### config.mk
export PLATFORM = sky130hd
export DESIGN_NAME = load_store_unit
export DESIGN_NICKNAME = d
export VERILOG_FILES = /design/src/rtl/load_store_unit.sv
export SDC_FILE = /design/constraint.sdc
export NUM_CORES = 1
export LEC_CHECK = 0
export BUFFER_PORTS_ARGS = -buffer_cell sky130_fd_sc_hd__buf_2
export CAP_MARGIN = 15
export CORE_MARGIN = 1.5
export CORE_UTILIZATION = 40
export CTS_CLUSTER_SIZE = 25
export DETAILED_ROUTE_END_ITERATION = 12
export PLACE_DENSITY_LB_ADDON = 0.15
export REMOVE_ABC_BUFFERS = 1
export SYNTH_ARGS = -nofsm -noshare
export SYNTH_HDL_FRONTEND = slang
export SYNTH_SLANG_ARGS = --single-unit
### constraint.sdc
create_clock -name clk -period 4.2 [get_ports clk]
set_input_delay 0.21 -clock clk [delete_from_list [all_inputs] [get_ports clk]]
set_output_delay 0.21 -clock clk [all_outputs]
set_load 0.005 [all_outputs]
### src/rtl/load_store_unit.sv
// Load/store unit between a CPU request port and a single-port word RAM with
// asynchronous read. Handles byte/half/word accesses, little-endian lane
// extraction with sign/zero extension, read-modify-write for sub-word stores,
// and rejects misaligned, reserved-size or out-of-range requests.
module load_store_unit #(
   parameter int unsigned ADDRESS_SIZE = 1024,
   localparam int unsigned AW = (ADDRESS_SIZE > 1) ? $clog2(ADDRESS_SIZE) : 1
) (
   input  logic          clk,
   input  logic          rst_n,
   // CPU request
   input  logic          req_valid,
   output logic          req_ready,
   input  logic          req_write,
   input  logic [31:0]   req_addr,
   input  logic [1:0]    req_size,
   input  logic          req_unsigned,
   input  logic [31:0]   req_wdata,
   // CPU response
   output logic          rsp_valid,
   output logic [31:0]   rsp_rdata,
   output logic          rsp_error,
   // RAM port
   output logic [AW-1:0] mem_address,
   output logic          mem_write,
   output logic [31:0]   mem_write_data,
   input  logic [31:0]   mem_read_data
);

   localparam logic [1:0] SizeByte = 2'b00;
   localparam logic [1:0] SizeHalf = 2'b01;
   localparam logic [1:0] SizeWord = 2'b10;

   typedef enum logic [1:0] {
      StIdle = 2'b00,
      StRd   = 2'b01,
      StWr   = 2'b10,
      StResp = 2'b11
   } state_e;

   state_e state_q, state_d;

   // Request fields latched at accept
   logic          write_q;
   logic          unsigned_q;
   logic [1:0]    size_q;
   logic [1:0]    lane_q;
   logic [31:0]   wdata_q;
   logic [AW-1:0] waddr_q;

   // Word captured in RD, and the registered response
   logic [31:0]   rword_q;
   logic [31:0]   rsp_rdata_q;
   logic          rsp_error_q;

   logic          accept;
   logic          req_err;
   logic [7:0]    load_byte;
   logic [15:0]   load_half;
   logic [31:0]   load_data;
   logic [31:0]   merged_word;

   // Classify the incoming request: reserved size, misalignment or out-of-range word
   always_comb begin
      req_err = 1'b0;
      unique case (req_size)
         SizeByte: req_err = 1'b0;
         SizeHalf: req_err = req_addr[0];
         SizeWord: req_err = |req_addr[1:0];
         default:  req_err = 1'b1;
      endcase
      if ({2'b00, req_addr[31:2]} >= ADDRESS_SIZE) begin
         req_err = 1'b1;
      end
   end

   // Extract the addressed lane(s) from the RAM word and extend to 32 bits
   always_comb begin
      load_byte = 8'h00;
      unique case (lane_q)
         2'd0:    load_byte = mem_read_data[7:0];
         2'd1:    load_byte = mem_read_data[15:8];
         2'd2:    load_byte = mem_read_data[23:16];
         default: load_byte = mem_read_data[31:24];
      endcase
      load_half = lane_q[1] ? mem_read_data[31:16] : mem_read_data[15:0];

      load_data = mem_read_data;
      unique case (size_q)
         SizeByte: load_data = {{24{~unsigned_q & load_byte[7]}}, load_byte};
         SizeHalf: load_data = {{16{~unsigned_q & load_half[15]}}, load_half};
         default:  load_data = mem_read_data;
      endcase
   end

   // Merge store data into the word read in RD; word stores bypass the merge
   always_comb begin
      merged_word = rword_q;
      unique case (size_q)
         SizeByte: merged_word[{lane_q, 3'b000} +: 8]        = wdata_q[7:0];
         SizeHalf: merged_word[{lane_q[1], 4'b0000} +: 16]   = wdata_q[15:0];
         default:  merged_word = wdata_q;
      endcase
   end

   // Next-state logic and control outputs
   always_comb begin
      state_d   = state_q;
      req_ready = rst_n && (state_q == StIdle);
      accept    = req_valid && req_ready;

      unique case (state_q)
         StIdle: begin
            if (accept) begin
               if (req_err) begin
                  state_d = StResp;
               end else if (!req_write) begin
                  state_d = StRd;
               end else if (req_size == SizeWord) begin
                  state_d = StWr;
               end else begin
                  // Sub-word store needs the current word first
                  state_d = StRd;
               end
            end
         end
         StRd:    state_d = write_q ? StWr : StResp;
         StWr:    state_d = StResp;
         StResp:  state_d = StIdle;
         default: state_d = StIdle;
      endcase

      rsp_valid      = (state_q == StResp);
      rsp_rdata      = rsp_rdata_q;
      rsp_error      = rsp_error_q;
      mem_address    = waddr_q;
      // Gated by reset so asserting reset during WR never writes the RAM
      mem_write      = rst_n && (state_q == StWr);
      mem_write_data = (state_q == StWr) ? merged_word : 32'h0000_0000;
   end

   // FSM state register
   always_ff @(posedge clk) begin
      if (!rst_n) begin
         state_q <= StIdle;
      end else begin
         state_q <= state_d;
      end
   end

   // Latch request fields on accept
   always_ff @(posedge clk) begin
      if (!rst_n) begin
         write_q    <= 1'b0;
         unsigned_q <= 1'b0;
         size_q     <= 2'b00;
         lane_q     <= 2'b00;
         wdata_q    <= 32'h0000_0000;
         waddr_q    <= '0;
      end else if (accept) begin
         write_q    <= req_write;
         unsigned_q <= req_unsigned;
         size_q     <= req_size;
         lane_q     <= req_addr[1:0];
         wdata_q    <= req_wdata;
         waddr_q    <= req_addr[AW+1:2];
      end
   end

   // Capture the RAM word in RD and update the held response on entry to RESP
   always_ff @(posedge clk) begin
      if (!rst_n) begin
         rword_q     <= 32'h0000_0000;
         rsp_rdata_q <= 32'h0000_0000;
         rsp_error_q <= 1'b0;
      end else begin
         if (state_q == StRd) begin
            rword_q <= mem_read_data;
         end
         if (accept && req_err) begin
            rsp_rdata_q <= 32'h0000_0000;
            rsp_error_q <= 1'b1;
         end else if ((state_q == StRd) && !write_q) begin
            rsp_rdata_q <= load_data;
            rsp_error_q <= 1'b0;
         end else if (state_q == StWr) begin
            rsp_rdata_q <= 32'h0000_0000;
            rsp_error_q <= 1'b0;
         end
      end
   end

endmodule

==> results of run 1 <==
[power breakdown]
part / leakage, nW / internal [mW] / switching, mW / total, mW
logic: 2.12 / 0.748 / 1.05 / 1.80
registers: 0.939 / 1.34 / 0.231 / 1.57
clock network: 0.265 / 0.825 / 0.496 / 1.32
total: 3.32 / 2.91 / 1.78 / 4.69
[final timing paths]
| path | endpoint | slack, ns | depth (start not counted) |
|---|---|---|---|
| setup / recovery | rsp_rdata[12]$_SDFFE_PP0P_ | 1.14 | 6 |
| hold / removal | wdata_q[15]$_SDFFE_PN0P_ | 0.03 | 3 |
| setup reg to reg | rsp_rdata[12]$_SDFFE_PP0P_ | 1.14 | 6 |
| hold reg to reg | rsp_rdata[20]$_SDFFE_PP0P_ | 0.45 | 2 |
[state kept, by name, summed over array words and instances, names as in the netlist]
register	cells
write_q	1
rword_q	32
unsigned_q	1
lane_q	2
size_q	2
state_q	2
wdata_q	32
mem_address	10
rsp_rdata	32
rsp_error	1
[critical path: cells and delay by family (launching register included)]
family | cells | cell delay (ns)
adder cells (fa/ha/maj) | 1 | 0.60
AO/OA/AOI/OAI | 4 | 1.56
buffers and inverters | 1 | 0.47
flip-flops | 1 | 0.33
[logic make-up after synthesis]
kind of cell               share of synthesized area [%]
AOI/OAI and AO/OA                                  26.99
adders and majority gates                          2.176
buffers and inverters                              5.026
DFF                                                36.41
muxes                                              8.864
and+or+nand+nor                                    20.54
[repair_timing]
| action | in CTS | in global routing |
|---|---|---|
| endpoints found under the hold margin | 43 | 0 |
| hold buffers | 43 | 0 |
| endpoints found under the setup margin | 0 | 0 |
[placed cells by master (no fill, tap or decap), drive strengths merged, types with 2 or more instances in the layout]
cell	Yosys	layout
a31oi	7	7
a21oi	68	68
mux2i	56	56
a211oi	4	4
dlygate4sd3	0	43
ha	11	11
nand2	161	161
o21a	9	9
nor3	2	2
inv	9	9
dfxtp	115	115
buf	17	193
nor3b	2	2
clkbuf	51	22
a22oi	38	38
nor4	5	5
a22o	16	16
nand3	2	2
nor4bb	2	2
clkinv	1	7
or2	2	2
o31ai	16	16
or3b	2	2
and2	2	2
a221oi	10	10
a221o	16	16
nand2b	4	4
nor2	19	19
nor2b	69	69
o211ai	2	2
o21ai	65	65
[cell type report]
cell class	instances	area (um2)	area share, %
antenna	1	2.502	0.03024
multi-input combinational	599	3714	44.88
inverter	10	37.54	0.4537
timing repair buffer	236	1429	17.27
clock inverter	7	60.06	0.7258
tap	211	264.0	3.191
sequential	115	2303	27.84
clock buffer	22	464.2	5.610
[layer usage]
metal / wire length, um / vias up
met4: 278 / 0
met5: 0 / -
met3: 1383 / 26
met1: 9905 / 3038
li1: - / 3187
met2: 9377 / 221
[cell usage after synthesis, drive strengths merged (4+ instances only)]
cell type,number,area (um2)
a221oi,10,117.6
a221o,16,160.2
a21oi,68,344.1
buf,17,88.84
o21ai,65,325.3
nand2,161,604.3
inv,9,33.78
nor2,19,73.82
clkbuf,51,191.4
nor4,5,31.28
a31oi,7,43.79
a22oi,38,285.3
o21a,9,67.56
o31ai,16,120.1
a211oi,4,42.54
nor2b,69,431.7
ha,11,137.6
nand2b,4,25.02
a22o,16,140.1
dfxtp,115,2302
mux2i,56,560.5
[stage by stage]
| step | cell area, um2 | setup WS, ns | total power [mW] | utilization, % |
|---|---|---|---|---|
| floorplan | 6043 | 0.5515 | 2.712 | - |
| global placement | 7317 | 1.264 | 3.315 | 47.78 |
| detailed placement | 7317 | 1.204 | 3.337 | 47.78 |
| CTS | 8272 | 1.173 | 4.693 | 54.01 |
| global route | 8272 | 0.8858 | 4.975 | 54.01 |
| finish | 8274 | 1.141 | 4.688 | 54.03 |
==> results summary, run 1 <==
The max-capacitance violation count came out at 0. Setup violations remaining at the end of the flow were counted as 0. The floorplan step set the die height to 128.7 um. The startpoint of the worst setup timing path is lane_q[1]$_SDFFE_PN0P_.

Traced cell by cell, the critical path runs through buf_4, ha_1, a21oi_1, a221oi_4, a21oi_2, a221oi_1. The highest net fanout along the worst path is 31. The maximum number of pins on one net before global-route repair came out at 81. Compared with the post-synthesis result, the final layout area differs by 30.85%. The total iterations of the first detailed-routing run came out at 5. For this configuration, the core starts out at a cell density of 41.29%. In this run the clock root is driven by a sky130_fd_sc_hd__clkbuf_16. The fmax is 326.9 MHz. The number of clock buffers added by TritonCTS is 17. For met3 alone, demand over resource in global routing was 6.694%. The power per standard cell area is 566.6 mW/mm2.

The final period demand of the worst path came out at 3.059 ns. In the routed design, unresolved DRC markers number 0. The flow ran to the end, and the final reports show no timing, DRC or antenna violations.

Summed over all failing endpoints, the final setup total negative slack is 0 ns. The final worst hold slack is 0.02886 ns. The count of filler cells inserted in the layout came out at 1532. For this run, the slowest stage of the critical path takes 0.82 ns.

Global routing consumed, on the met2 layer, 39.67% of the routing resources. The layer with the highest usage after global routing is met2. The maximum root-to-sink buffer count came out at 2. The clock tree synthesis step divided the H-tree into 4 levels. Setup repair after global routing left no endpoint under its margin. The number of port buffers came out at 180. The number of synthesis warnings is 0. Global routing used 25.43% of the available tracks. The placer's final routability congestion estimate is 0.8690. The data required time of the worst path is 4.53 ns. The flip-flop and latch count after synthesis came out at 115. Counting flops with a built-in enable in the synthesized netlist gives 0. The slowest library cell on the worst path is sky130_fd_sc_hd__a221oi_4.

The via count of the first global-routing pass is 6050. The overall via count from detail_route is 6472. The number of DRC violations after detailed-routing iteration 0 is 522. The count of distinct cell types in the synthesized netlist came out at 48. The number of standard cells in the final layout excluding fillers came out at 1201.

In this run the cell area of the synthesized design comes to 0.006324 mm2. The later pin in the worst-skew pair is clocked with a latency of 0.42 ns. The wire length of the first global-routing pass is 32220 um. The average detailed-routed wire length per instance came out at 17.44 um. Data arrives at the worst endpoint at 3.38 ns. TritonCTS built the clock tree. The met1 usage in global routing is 34.35%.

The number of max-slew violations in the final report is 0. The sequential share of the synthesized area came out at 36.41%. The number of antenna-violating nets in the routed design came out at 0.

The sort of element at the end of the critical path is a flip-flop. The ratio of cells with drive above 1 in the final layout came out at 23.56%. The peak ir drop on the vdd network came out at 0.3791 mV. The worst relative slew slack came out at 36.29%. The average footprint of a synthesized cell is 7.984 um2. The row count is 45. Clock-pin slew was measured on the worst setup and hold paths at 0.05 ns. The die extent in x came out at 128.7 um. The static leakage came out at 3.322 nW. By startpoint and endpoint, the worst setup path is classified as flip-flop to flip-flop. The number of buffers added for setup after CTS came out at 0. The sum of net half-perimeters after detailed placement came out at 14210 um. The overall overflow remaining after global route is 0. The transition time at the pin with the least slew margin is 0.9556 ns. The synthesized instance count is 792. The final number of hold-violating endpoints was 0. The initial antenna violation count came to 1. In the synthesized netlist the dominant register cell turns out to be sky130_fd_sc_hd__dfxtp_1. The count of placed standard cells including taps came out at 1128. The detail-routed via count per cell came out at 5.389.

The TritonCTS sink count came out at 115. The number of nets at the end of the flow came out at 1093. The overall die area came out at 0.01657 mm2. The startpoint identified for the worst hold timing path is req_wdata[15]. The critical path launch point type is a flip-flop. The detailed-route wire length came out at 20950 um. The count of instances resized after the clock tree is built is 0.

In this run the critical register-to-register path is launched from lane_q[1]$_SDFFE_PN0P_. The post-route clock period utilization is 72.83%. In this run the count of I/O pins placed on the die edge is 181.

The path class of the tightest hold or removal check is input pin to flip-flop. The core region is 0.01531 mm2. The async set-reset flop share out of synthesis came out at 0%. Across the routed clock network, the largest skew measured is 0.005514 ns.
No activity file was read; power rests on OpenSTA's default activity.
==> run 2, diff against run 1 <==
==> constraint.sdc (replaced) <==
create_clock -name clk -period 3 [get_ports clk]
set_input_delay 0.15 -clock clk [delete_from_list [all_inputs] [get_ports clk]]
set_output_delay 0.15 -clock clk [all_outputs]
set_load 0.005 [all_outputs]
==> results summary, run 2 (synthesis results as in run 1) <==
The clock skew after layout is 0.004722 ns (was 0.005514 ns). The number of design rule violations left after detail routing came out at 0 (unchanged). The overall via count from detail_route came out at 6564 (was 6472). The detail-routed via count per cell came to 5.407 (was 5.389). The number of nets at the end of the flow came out at 1103 (was 1093). The count of filler cells inserted in the layout is 1523 (was 1532).

The class of the most critical hold timing path is input pin to flip-flop (unchanged). The die extent in x came out at 128.7 um (unchanged). The row count was 45 (unchanged). The sequential cell area in the final layout came to 0.002303 mm2 (unchanged).

The total CTS buffers came out at 17 (unchanged). Status: completed (unchanged). The final number of hold-violating endpoints is 0 (unchanged). The wire length of the first global-routing pass came out at 32210 um (was 32220 um). The setup TNS after final layout came out at 0 ns (unchanged). The most frequent standard cell in the layout excluding fill and tap cells was sky130_fd_sc_hd__buf_2 (unchanged). The cell depth of the worst flop-to-flop path came out at 7 (was 6).

The sum of net half-perimeters after detailed placement is 14110 um (was 14210 um). The number of port buffers is 180 (unchanged). The power per standard cell area was 824.3 mW/mm2 (was 566.6 mW/mm2). The critical path launch point type is a flip-flop (unchanged).

The highest net fanout along the worst path came out at 12 (was 31). The worst-case hold path end point is rsp_rdata[2]$_SDFFE_PP0P_ (was wdata_q[15]$_SDFFE_PN0P_). Based on the critical path, the design can be clocked at up to 358.2 MHz. The class of the most critical setup path is flip-flop to primary output (was flip-flop to flip-flop).

The worst relative slew slack is 39.46% (was 36.29%). The total iterations of the first detailed-routing run was 5 (unchanged). The launch instance of the worst min-delay path is mem_read_data[2] (was req_wdata[15]). The number of antenna-violating nets in the routed design came to 0 (unchanged).

The buffer type at the clock tree root is sky130_fd_sc_hd__clkbuf_16 (unchanged). Crit path cell chain: clkinv_1, ha_1, and4b_1, a21oi_1, nor2_1, o21a_1, buf_2 (was buf_4, ha_1, a21oi_1, a221oi_4, a21oi_2, a221oi_1). The max-capacitance violation count is 0 (unchanged).

The clock tree from TritonCTS is done (unchanged). The arrival time of the worst setup path came to 2.64 ns (was 3.38 ns). The transition time at the pin with the least slew margin is 0.9069 ns (was 0.9556 ns). The y dimension of the die is 128.7 um (unchanged).

The reg-to-reg critical path endpoint is rsp_rdata[7]$_SDFFE_PP0P_ (was rsp_rdata[12]$_SDFFE_PP0P_). The peak ir drop on the vdd network is 0.4827 mV (was 0.3791 mV). The TritonCTS sink count came out at 115 (unchanged). The maximum number of pins on one net before global-route repair was 84 (was 81).

Setup repair after global routing missed its margin: false (unchanged). The worst hold path cell count came out at 3 (unchanged). The final worst hold slack came out at 0.02015 ns (was 0.02886 ns).

The launch point of the worst reg-to-reg path is lane_q[1]$_SDFFE_PN0P_ (unchanged). The slowest library cell on the worst path was sky130_fd_sc_hd__and4b_1 (was sky130_fd_sc_hd__a221oi_4). Of the available clock period, the critical path in the final layout requires 93.06%.

The sort of element at the end of the critical path is a primary output (was flip-flop). The initial antenna violation count came out at 2 (was 1). The worst-skew pair later-pin latency is 0.42 ns (about the same). The overall overflow remaining after global route is 0 (unchanged). The area occupied by multi-input gates is 0.003714 mm2 (unchanged). The overall die area came out at 0.01657 mm2 (unchanged). The detailed-route wire length came out at 20940 um (was 20950 um). The number of max-slew violations in the final report is 0 (unchanged). Most used cells in the layout excluding fill and tap cells: sky130_fd_sc_hd__buf_2, sky130_fd_sc_hd__nand2_1, sky130_fd_sc_hd__dfxtp_1, sky130_fd_sc_hd__nor2b_1, sky130_fd_sc_hd__a21oi_1 (unchanged). The post-placement worst setup slack is 0.6397 ns (was 1.204 ns).

The all-layer global routing usage came out at 25.38% (was 25.43%). The via count of the first global-routing pass came to 6097 (was 6050). The number of setup violations in the final report came to 0 (unchanged). The data required time of the worst path came out at 2.85 ns (was 4.53 ns). For the finished layout, the period the worst path requires is 2.792 ns. The depth of the CTS H-tree was 4 (unchanged).

The effective utilization at floorplan is 41.29% (unchanged). The static leakage is 3.436 nW (was 3.322 nW). The maximum root-to-sink buffer count came to 2 (unchanged).

The placer's final routability congestion estimate came to 0.9075 (was 0.8690). The ratio of cells with drive above 1 in the final layout is 24.35% (was 23.56%). The core region area is 0.01531 mm2 (unchanged). The count of instances resized after the clock tree is built is 0 (unchanged).

The clock transition time at the flip-flop clock pins of the worst setup and hold paths was 0.05 ns (about the same). The final setup slack of the worst path is 0.2082 ns (was 1.141 ns). The average detailed-routed wire length per instance is 17.25 um (was 17.44 um).

The number of top-level pins is 181 (unchanged). The number of DRC violations after detailed-routing iteration 0 came out at 478 (was 522). The layout overhead on the synthesized area is 34.76% (was 30.85%). The reg2reg setup slack is 0.57 ns (was 1.14 ns). The worst stage delay on the critical path is 0.55 ns (was 0.82 ns).
run 2: cell types whose count changed in the layout (fill, tap and decap cells not counted), sizes merged:
cell	previous run	this run
buf	193	200
bufinv	1	5
dlygate4sd3	43	46
clkinv	7	5
clkinvlp	0	1
run 2: per-stage QoR:
stage,instance area [um2],instances,power (mW),utilization (%)
2_1_floorplan,6043,724,3.797,-
3_3_place_gp,7407,1135,4.698,48.37
3_5_place_dp,7407,1135,4.717,48.37
4_1_cts,8519,1213,7.038,55.63
5_1_grt,8519,1213,7.429,55.63
6_report,8522,1214,7.025,55.65
run 2: timing repair:
item,CTS,global route
setup buffers,0,0
hold buffers,46,0
hold endpoints to repair,46,0
run 2: final cells by class:
| cell class | count | share of cell area [%] |
|---|---|---|
| antenna | 1 | 0.02936 |
| inverter | 10 | 0.4405 |
| sequential | 115 | 27.03 |
| multi-input combinational | 599 | 43.58 |
| timing repair buffer | 246 | 18.18 |
| tap | 211 | 3.098 |
| clock buffer | 22 | 5.565 |
| clock inverter | 10 | 2.085 |
run 2: critical path: cells and delay by family, from the launching register on:
family | cells | cell delay (ns)
buf+inv | 2 | 0.45
compound gates | 2 | 0.28
simple gates | 2 | 0.65
fa+ha+maj | 1 | 0.48
flops | 1 | 0.36
run 2: worst max path at each step:
| stage | from | to | slack, ns | cells after the start |
|---|---|---|---|---|
| final | lane_q[1]$_SDFFE_PN0P_ | mem_write_data[9] | 0.21 | 7 |
| after global routing | lane_q[1]$_SDFFE_PN0P_ | mem_write_data[17] | 0.01 | 8 |
| after CTS | lane_q[1]$_SDFFE_PN0P_ | mem_write_data[19] | 0.24 | 8 |
| after detailed placement | lane_q[1]$_SDFFE_PN0P_ | rsp_rdata[7]$_SDFFE_PP0P_ | 0.64 | 7 |
| after global placement | lane_q[1]$_SDFFE_PN0P_ | mem_write_data[21] | 0.67 | 8 |
| after floorplan | lane_q[1]$_SDFFE_PN0P_ | mem_write_data[16] | -0.59 | 6 |
run 2: metal layers:
metal	track usage [%]	wire (um)	up-vias
met3	5.655	1312	46
met1	34.41	9800	3062
met4	10.05	536	2
met5	0	12	-
li1	-	-	3207
met2	39.26	9281	247
run 2: power by group:
part	switching [mW]	total (mW)	internal (mW)	leakage, nW
clock	0.724	2.26	1.53	0.320
combinational	1.47	2.57	1.10	2.18
sequential	0.325	2.20	1.87	0.939
total	2.52	7.02	4.50	3.44
